===== config.mk =====
export PLATFORM = sky130hd
export DESIGN_NAME = svm_sv_sequencer
export DESIGN_NICKNAME = d
export VERILOG_FILES = /design/src/rtl/svm_sv_sequencer_pkg.sv /design/src/rtl/svm_sv_sequencer.sv
export SDC_FILE = /design/constraint.sdc
export NUM_CORES = 1
export LEC_CHECK = 0
export CAP_MARGIN = 20
export CORE_AREA = 2 2 99 101
export CTS_CLUSTER_SIZE = 8
export DETAILED_ROUTE_END_ITERATION = 8
export DIE_AREA = 0 0 101 103
export PLACE_DENSITY = 0.76
export SYNTH_ARGS = -nofsm -noshare
export SYNTH_HDL_FRONTEND = slang
export SYNTH_SLANG_ARGS = --single-unit

===== constraint.sdc =====
create_clock -name clk -period 3.8 [get_ports clk]
set_input_delay 0.76 -clock clk [delete_from_list [all_inputs] [get_ports clk]]
set_output_delay 0.76 -clock clk [all_outputs]
set_load 0.05 [all_outputs]

===== src/rtl/svm_sv_sequencer_pkg.sv =====
// Shared widths, MEM_W field offsets, sequencer states and the SV model
// contents used to fill the SV ROM.
package svm_sv_sequencer_pkg;

  localparam int SVM_PARAM_WIDTH     = 16;
  localparam int SVM_PARAM_COUNT     = 3;
  localparam int SVM_CLASS_COUNT     = 16;
  localparam int SVM_CLASS_WIDTH     = $clog2(SVM_CLASS_COUNT);
  localparam int SVM_COEF_WIDTH_INT  = 8;
  localparam int SVM_COEF_WIDTH_FRAC = 8;
  localparam int SVM_COEF_SIGN_WIDTH = 4;
  localparam int SVM_SV_COUNT        = 4;
  localparam int SVM_SV_ADDR_WIDTH   = 2;

  localparam int SVM_X_W    = SVM_PARAM_WIDTH * SVM_PARAM_COUNT;
  localparam int SVM_COEF_W = SVM_COEF_WIDTH_INT + SVM_COEF_WIDTH_FRAC;
  localparam int SVM_MEM_W  = SVM_X_W + SVM_CLASS_WIDTH + SVM_COEF_W + SVM_COEF_SIGN_WIDTH;

  // sv_word layout, MSB to LSB: sv | sv_class | coef | coef_sign
  localparam int SVM_SIGN_LSB  = 0;
  localparam int SVM_COEF_LSB  = SVM_SIGN_LSB + SVM_COEF_SIGN_WIDTH;
  localparam int SVM_CLASS_LSB = SVM_COEF_LSB + SVM_COEF_W;
  localparam int SVM_SV_LSB    = SVM_CLASS_LSB + SVM_CLASS_WIDTH;

  localparam logic [SVM_COEF_SIGN_WIDTH-1:0] SVM_SIGN_PATTERN = 4'b1011;

  typedef enum logic [1:0] {
    ST_IDLE   = 2'd0,
    ST_STREAM = 2'd1,
    ST_DRAIN  = 2'd2
  } seq_state_e;

  function automatic logic [SVM_MEM_W-1:0] svm_model_word(input int unsigned k);
    logic [SVM_PARAM_WIDTH-1:0] f0;
    logic [SVM_PARAM_WIDTH-1:0] f1;
    logic [SVM_PARAM_WIDTH-1:0] f2;
    f0 = SVM_PARAM_WIDTH'(32'h1000 + k);
    f1 = SVM_PARAM_WIDTH'(32'h2000 + k);
    f2 = SVM_PARAM_WIDTH'(32'h3000 + k);
    return {f0, f1, f2, SVM_CLASS_WIDTH'(k), SVM_COEF_W'(32'h0100 * (k + 1)), SVM_SIGN_PATTERN};
  endfunction

endpackage


===== src/rtl/svm_sv_sequencer.sv =====
// Accepts one flow vector, streams every support vector from the SV ROM to
// the kernel, then drains before it will take the next vector.
import svm_sv_sequencer_pkg::*;

// state  | meaning
// IDLE   | waiting for a vector; in_ready high
// STREAM | issuing SV reads, paused while hold is high
// DRAIN  | last SV word returning, then one dead cycle
module svm_sv_sequencer #(
  parameter int SV_COUNT      = SVM_SV_COUNT,
  parameter int SV_ADDR_WIDTH = SVM_SV_ADDR_WIDTH
) (
  input  logic                           clk,
  input  logic                           reset,
  input  logic [SVM_X_W-1:0]             in_x,
  input  logic                           in_valid,
  output logic                           in_ready,
  input  logic                           hold,
  output logic [SV_ADDR_WIDTH-1:0]       sv_addr,
  output logic                           sv_rd_en,
  input  logic [SVM_MEM_W-1:0]           sv_word,
  output logic [SVM_X_W-1:0]             x,
  output logic [SVM_X_W-1:0]             sv,
  output logic [SVM_CLASS_WIDTH-1:0]     sv_class,
  output logic [SVM_COEF_W-1:0]          coef,
  output logic [SVM_COEF_SIGN_WIDTH-1:0] coef_sign,
  output logic                           data_valid,
  output logic                           new_computation,
  output logic                           last_sv
);

  localparam logic [SV_ADDR_WIDTH-1:0] LAST_ADDR = SV_ADDR_WIDTH'(SV_COUNT - 1);

  seq_state_e               state_q, state_d;
  logic [SV_ADDR_WIDTH-1:0] sv_addr_q, sv_addr_d;
  logic [SVM_X_W-1:0]       x_q, x_d;
  logic                     data_valid_q, data_valid_d;
  logic                     first_q, first_d;
  logic                     last_q, last_d;
  logic                     rd_en;

  always_comb begin
    state_d   = state_q;
    sv_addr_d = sv_addr_q;
    x_d       = x_q;
    rd_en     = 1'b0;
    in_ready  = 1'b0;
    case (state_q)
      ST_IDLE: begin
        in_ready = 1'b1;
        if (in_valid) begin
          x_d       = in_x;
          sv_addr_d = '0;
          state_d   = ST_STREAM;
        end
      end
      ST_STREAM: begin
        rd_en = !hold;
        if (rd_en) begin
          // Address parks on the last SV; only a new acceptance clears it.
          if (sv_addr_q == LAST_ADDR) begin
            state_d = ST_DRAIN;
          end else begin
            sv_addr_d = sv_addr_q + 1'b1;
          end
        end
      end
      ST_DRAIN: begin
        if (!data_valid_q) begin
          state_d = ST_IDLE;
        end
      end
      default: state_d = ST_IDLE;
    endcase
    data_valid_d = rd_en;
    first_d      = rd_en && (sv_addr_q == '0);
    last_d       = rd_en && (sv_addr_q == LAST_ADDR);
  end

  always_ff @(posedge clk or negedge reset) begin
    if (!reset) begin
      state_q      <= ST_IDLE;
      sv_addr_q    <= '0;
      x_q          <= '0;
      data_valid_q <= 1'b0;
      first_q      <= 1'b0;
      last_q       <= 1'b0;
    end else begin
      state_q      <= state_d;
      sv_addr_q    <= sv_addr_d;
      x_q          <= x_d;
      data_valid_q <= data_valid_d;
      first_q      <= first_d;
      last_q       <= last_d;
    end
  end

  assign sv_addr         = sv_addr_q;
  assign sv_rd_en        = rd_en;
  assign x               = x_q;
  assign data_valid      = data_valid_q;
  assign new_computation = first_q;
  assign last_sv         = last_q;

  // Operand fields are zeroed outside data_valid so the kernel sees clean zeros.
  assign sv        = data_valid_q ? sv_word[SVM_SV_LSB +: SVM_X_W] : '0;
  assign sv_class  = data_valid_q ? sv_word[SVM_CLASS_LSB +: SVM_CLASS_WIDTH] : '0;
  assign coef      = data_valid_q ? sv_word[SVM_COEF_LSB +: SVM_COEF_W] : '0;
  assign coef_sign = data_valid_q ? sv_word[SVM_SIGN_LSB +: SVM_COEF_SIGN_WIDTH] : '0;

endmodule


==> flow_summary.rst <==
.. list-table::
   :header-rows: 1

   * - Metric
     - Value
   * - Result of the run
     - completed
   * - Chip Height
     - 103 um
   * - Main combinational cell family by area after synthesis
     - multiplexers
   * - Layout-stage area growth over the synthesis result
     - 104.8%
   * - Total Nets Final
     - 579
   * - First drt pass iteration count
     - 3
   * - Worst-Skew Late Latency
     - 310 ps
   * - Estimated wirelength of the detail-placed design
     - 7670 um
   * - Largest stage delay on the critical path
     - around 900 ps
   * - Synthesized cell area
     - 2572 sq um
   * - Vias in the first global route
     - 2463
   * - Worst voltage drop across the vdd grid
     - 0.6260 mV
   * - Hold Buf Count CTS
     - 0
   * - Number of antenna violations at the first check in global routing
     - 2
   * - Count of pins on the block boundary
     - 251
   * - Area fraction in and, or, nand and nor cells after synthesis
     - 19.55%
   * - Share of the clock period used by the worst path after layout
     - 87.23%
   * - Remaining routing DRC violations
     - 0
   * - Number of buffers added for setup after CTS
     - 0
   * - Fraction of final layout cells with drive strength greater than 1
     - 11.67%
   * - Startpoint of the most critical register-to-register path
     - state_q[0]
   * - Yosys cell types
     - 16
   * - Chip width
     - 101 um
   * - Fraction of the mapped netlist area in adder cells
     - 0.9728%
   * - Maximum fanout along the worst path
     - 4
   * - DR iter-0 viols
     - 88
   * - All-Layer GR Usage
     - 17.30%
   * - Max cap viols
     - 0
   * - Worst Path Buf+Inv
     - 2
   * - Unrepaired setup endpoints after global routing
     - false
   * - Sequential element share of the synthesized area
     - between 50 and 60%
   * - Num Clock Sinks
     - 55
   * - Highest clock rate
     - about 0.30 GHz
   * - Number of buffers created by CTS
     - 5
   * - Gate Count Post-Synth
     - 206
   * - Slowest library cell on the worst path
     - sky130_fd_sc_hd__clkdlybuf4s50_1
   * - Starting utilization of the core area
     - 27.20%
   * - XOR/XNOR Fraction of Synth Area
     - 0%
   * - Element type at the critical path end
     - primary output
   * - Ranking of synthesized cells by area
     - sky130_fd_sc_hd__dfrtp_1, sky130_fd_sc_hd__and2_1, sky130_fd_sc_hd__mux2_2
   * - Total negative slack for setup checks
     - 0 ps
   * - Cell-by-cell trace of the critical path
     - clkdlybuf4s50_1 -> nor3b_1 -> clkdlybuf4s50_1
   * - WP data arrival
     - around 2600 ps
   * - Most common cell on crit path
     - sky130_fd_sc_hd__clkdlybuf4s50_1
   * - Clock skew after layout
     - 11.17 ps
   * - Synth Area in Compound Gates
     - slightly above 1%
   * - Global-route wire length before repair
     - about 14000 um
   * - CTS clock-pin slew for the worst setup and hold paths
     - 100 ps
   * - Beginning of the critical path
     - hold
   * - Mux share of post-synthesis cell area
     - between 20% and 30%
   * - End point of the critical path
     - sv_rd_en
   * - Total Routed Length
     - between 9000 and 10000 um
   * - Resize count post-CTS
     - 0
   * - Critical Setup Path Class
     - input pin to primary output
   * - Leakage
     - roughly 2.1 nW
   * - Row cnt
     - 36
   * - R2R Path End
     - x[38]
   * - Flip-flop and latch count after synthesis
     - 55
   * - Worst reg2reg path depth
     - 3
   * - Cell type with the highest aggregate area in the netlist
     - sky130_fd_sc_hd__dfrtp_1
   * - Worst Tran Pin Value
     - roughly 620 ps
   * - Synthesized area per cell
     - around 12 sq um
   * - Power density relative to cell area
     - 865.1 nW/um^2
   * - Die outline area
     - ~10000 sq um
   * - Commonest non-fill, non-tap cells in the layout
     - sky130_fd_sc_hd__clkdlybuf4s50_1, sky130_fd_sc_hd__and2_1, sky130_fd_sc_hd__dfrtp_1, sky130_fd_sc_hd__mux2_2, sky130_fd_sc_hd__mux2_1
   * - Setup Viol. Count Final
     - 0
   * - TritonCTS clock tree
     - done
   * - Kind of cell adding the most delay to the critical path
     - buffers and inverters
   * - Proportion of netlist area held by the largest area contributor
     - 53.50%
   * - Max_slew headroom
     - 58.74%
   * - Gr ovfl total
     - 0
   * - Vias post-DR
     - between 2000 and 2500
   * - Antenna violation net count after detailed routing
     - 0
   * - Post-synth net total
     - between 300 and 400
   * - Post-layout minimum cycle time
     - 3315 ps
   * - Pin count of the biggest net entering global routing
     - 74
   * - Buffer depth of the longest clock path
     - 2
   * - Classification of the worst-slack hold path
     - input pin to asynchronous set/reset pin
   * - Post-detailed-route wirelength per cell
     - 16.51 um
   * - Count of cell instances traversed by the critical path
     - 3
   * - Clock tree root driver cell
     - sky130_fd_sc_hd__clkbuf_8
   * - Number of endpoints with negative hold slack in the final report
     - 0
   * - Routability congestion estimate from global placement
     - 0.8794
   * - Startpoint kind of the worst setup timing path
     - input pin
   * - Via density per instance
     - around 4.3
   * - Commonest non-fill, non-tap cell in the layout
     - sky130_fd_sc_hd__clkdlybuf4s50_1
   * - Worst hold slack across all endpoints
     - 385.0 ps
   * - Required @ worst endpoint
     - about 3000 ps
   * - H-Tree Level Count
     - 2
   * - Count of buffers from port buffering
     - 250
   * - Register-to-register path setup slack
     - 2020 ps
   * - Count of yosys warnings during synthesis
     - 0
   * - Slew Viols, Final
     - 0
   * - Core Footprint
     - about 9500 sq um
-- how the worst min path moves through the flow --
| stage | slack [ps] | from | cells past startpoint | endpoint |
|---|---|---|---|---|
| final | 390 | reset | 1 | x[2] |
| after global routing | 400 | reset | 1 | x[2] |
| after CTS | 390 | reset | 1 | x[19] |
| after detailed placement | 480 | x[13] | 1 | x[13] |
| after global placement | 470 | x[11] | 1 | x[11] |
| after floorplan | 460 | reset | 0 | data_valid |
-- layout make-up --
type,count,area (sq um)
clock buffers,5,68.82
inverters,4,15.01
fillers,822,4192
diodes,2,5.005
repair buffers,253,2520
flip-flops and latches,55,1376
multi-input cells,134,1112
well taps,114,142.6
clock inverters,3,27.53
-- logic make-up after synthesis --
group                      Yosys count
AOI/OAI and AO/OA                    3
adders and majority gates            2
buffers and inverters               17
DFF                                 55
muxes                               49
and+or+nand+nor                     80
-- power breakdown --
group          internal, mW  total [mW]  switching, mW
registers             0.871        1.03          0.160
logic                  1.15        3.19           2.04
clock network         0.136       0.341          0.205
-- routing by layer --
metal	part of all wire (%)	global-route usage, %
met1	37	19.39
met3	10	6.373
met5	0	0
met2	52	30.87
met4	0.49	5.198
-- state kept, by name, summed over array words and instances (netlist names) --
register         cells
x                   48
data_valid           1
last_sv              1
new_computation      1
sv_addr              2
state_q              2
-- Yosys cell counts (all sizes together) --
cell    instances
a22o            1
a311oi          1
a31o            1
and2           74
buf             5
clkbuf          8
dfrtp          55
ha              2
inv             4
mux2           49
nor2            3
nor3b           2
nor4b           1
-- through the flow --
stage	total power [mW]	cell area [sq um]	std cells	utilization, %	setup WS, ps
3_3_place_gp	4.206	5166	560	54.62	602.0
2_1_floorplan	3.102	2572	206	-	1029
4_1_cts	4.607	5263	568	55.63	527.2
5_1_grt	4.772	5268	570	55.69	412.8
6_report	4.557	5268	570	55.69	485.4
3_5_place_dp	4.246	5166	560	54.62	531.8
-- worst reg2reg max path, cell delays in order, from the launching register on --
cell and delay (ps):
sky130_fd_sc_hd__dfrtp_1 480, sky130_fd_sc_hd__nor3b_4 210, sky130_fd_sc_hd__buf_4 520, sky130_fd_sc_hd__mux2_2 450
Note: power is estimated with default switching activity, not from simulation.
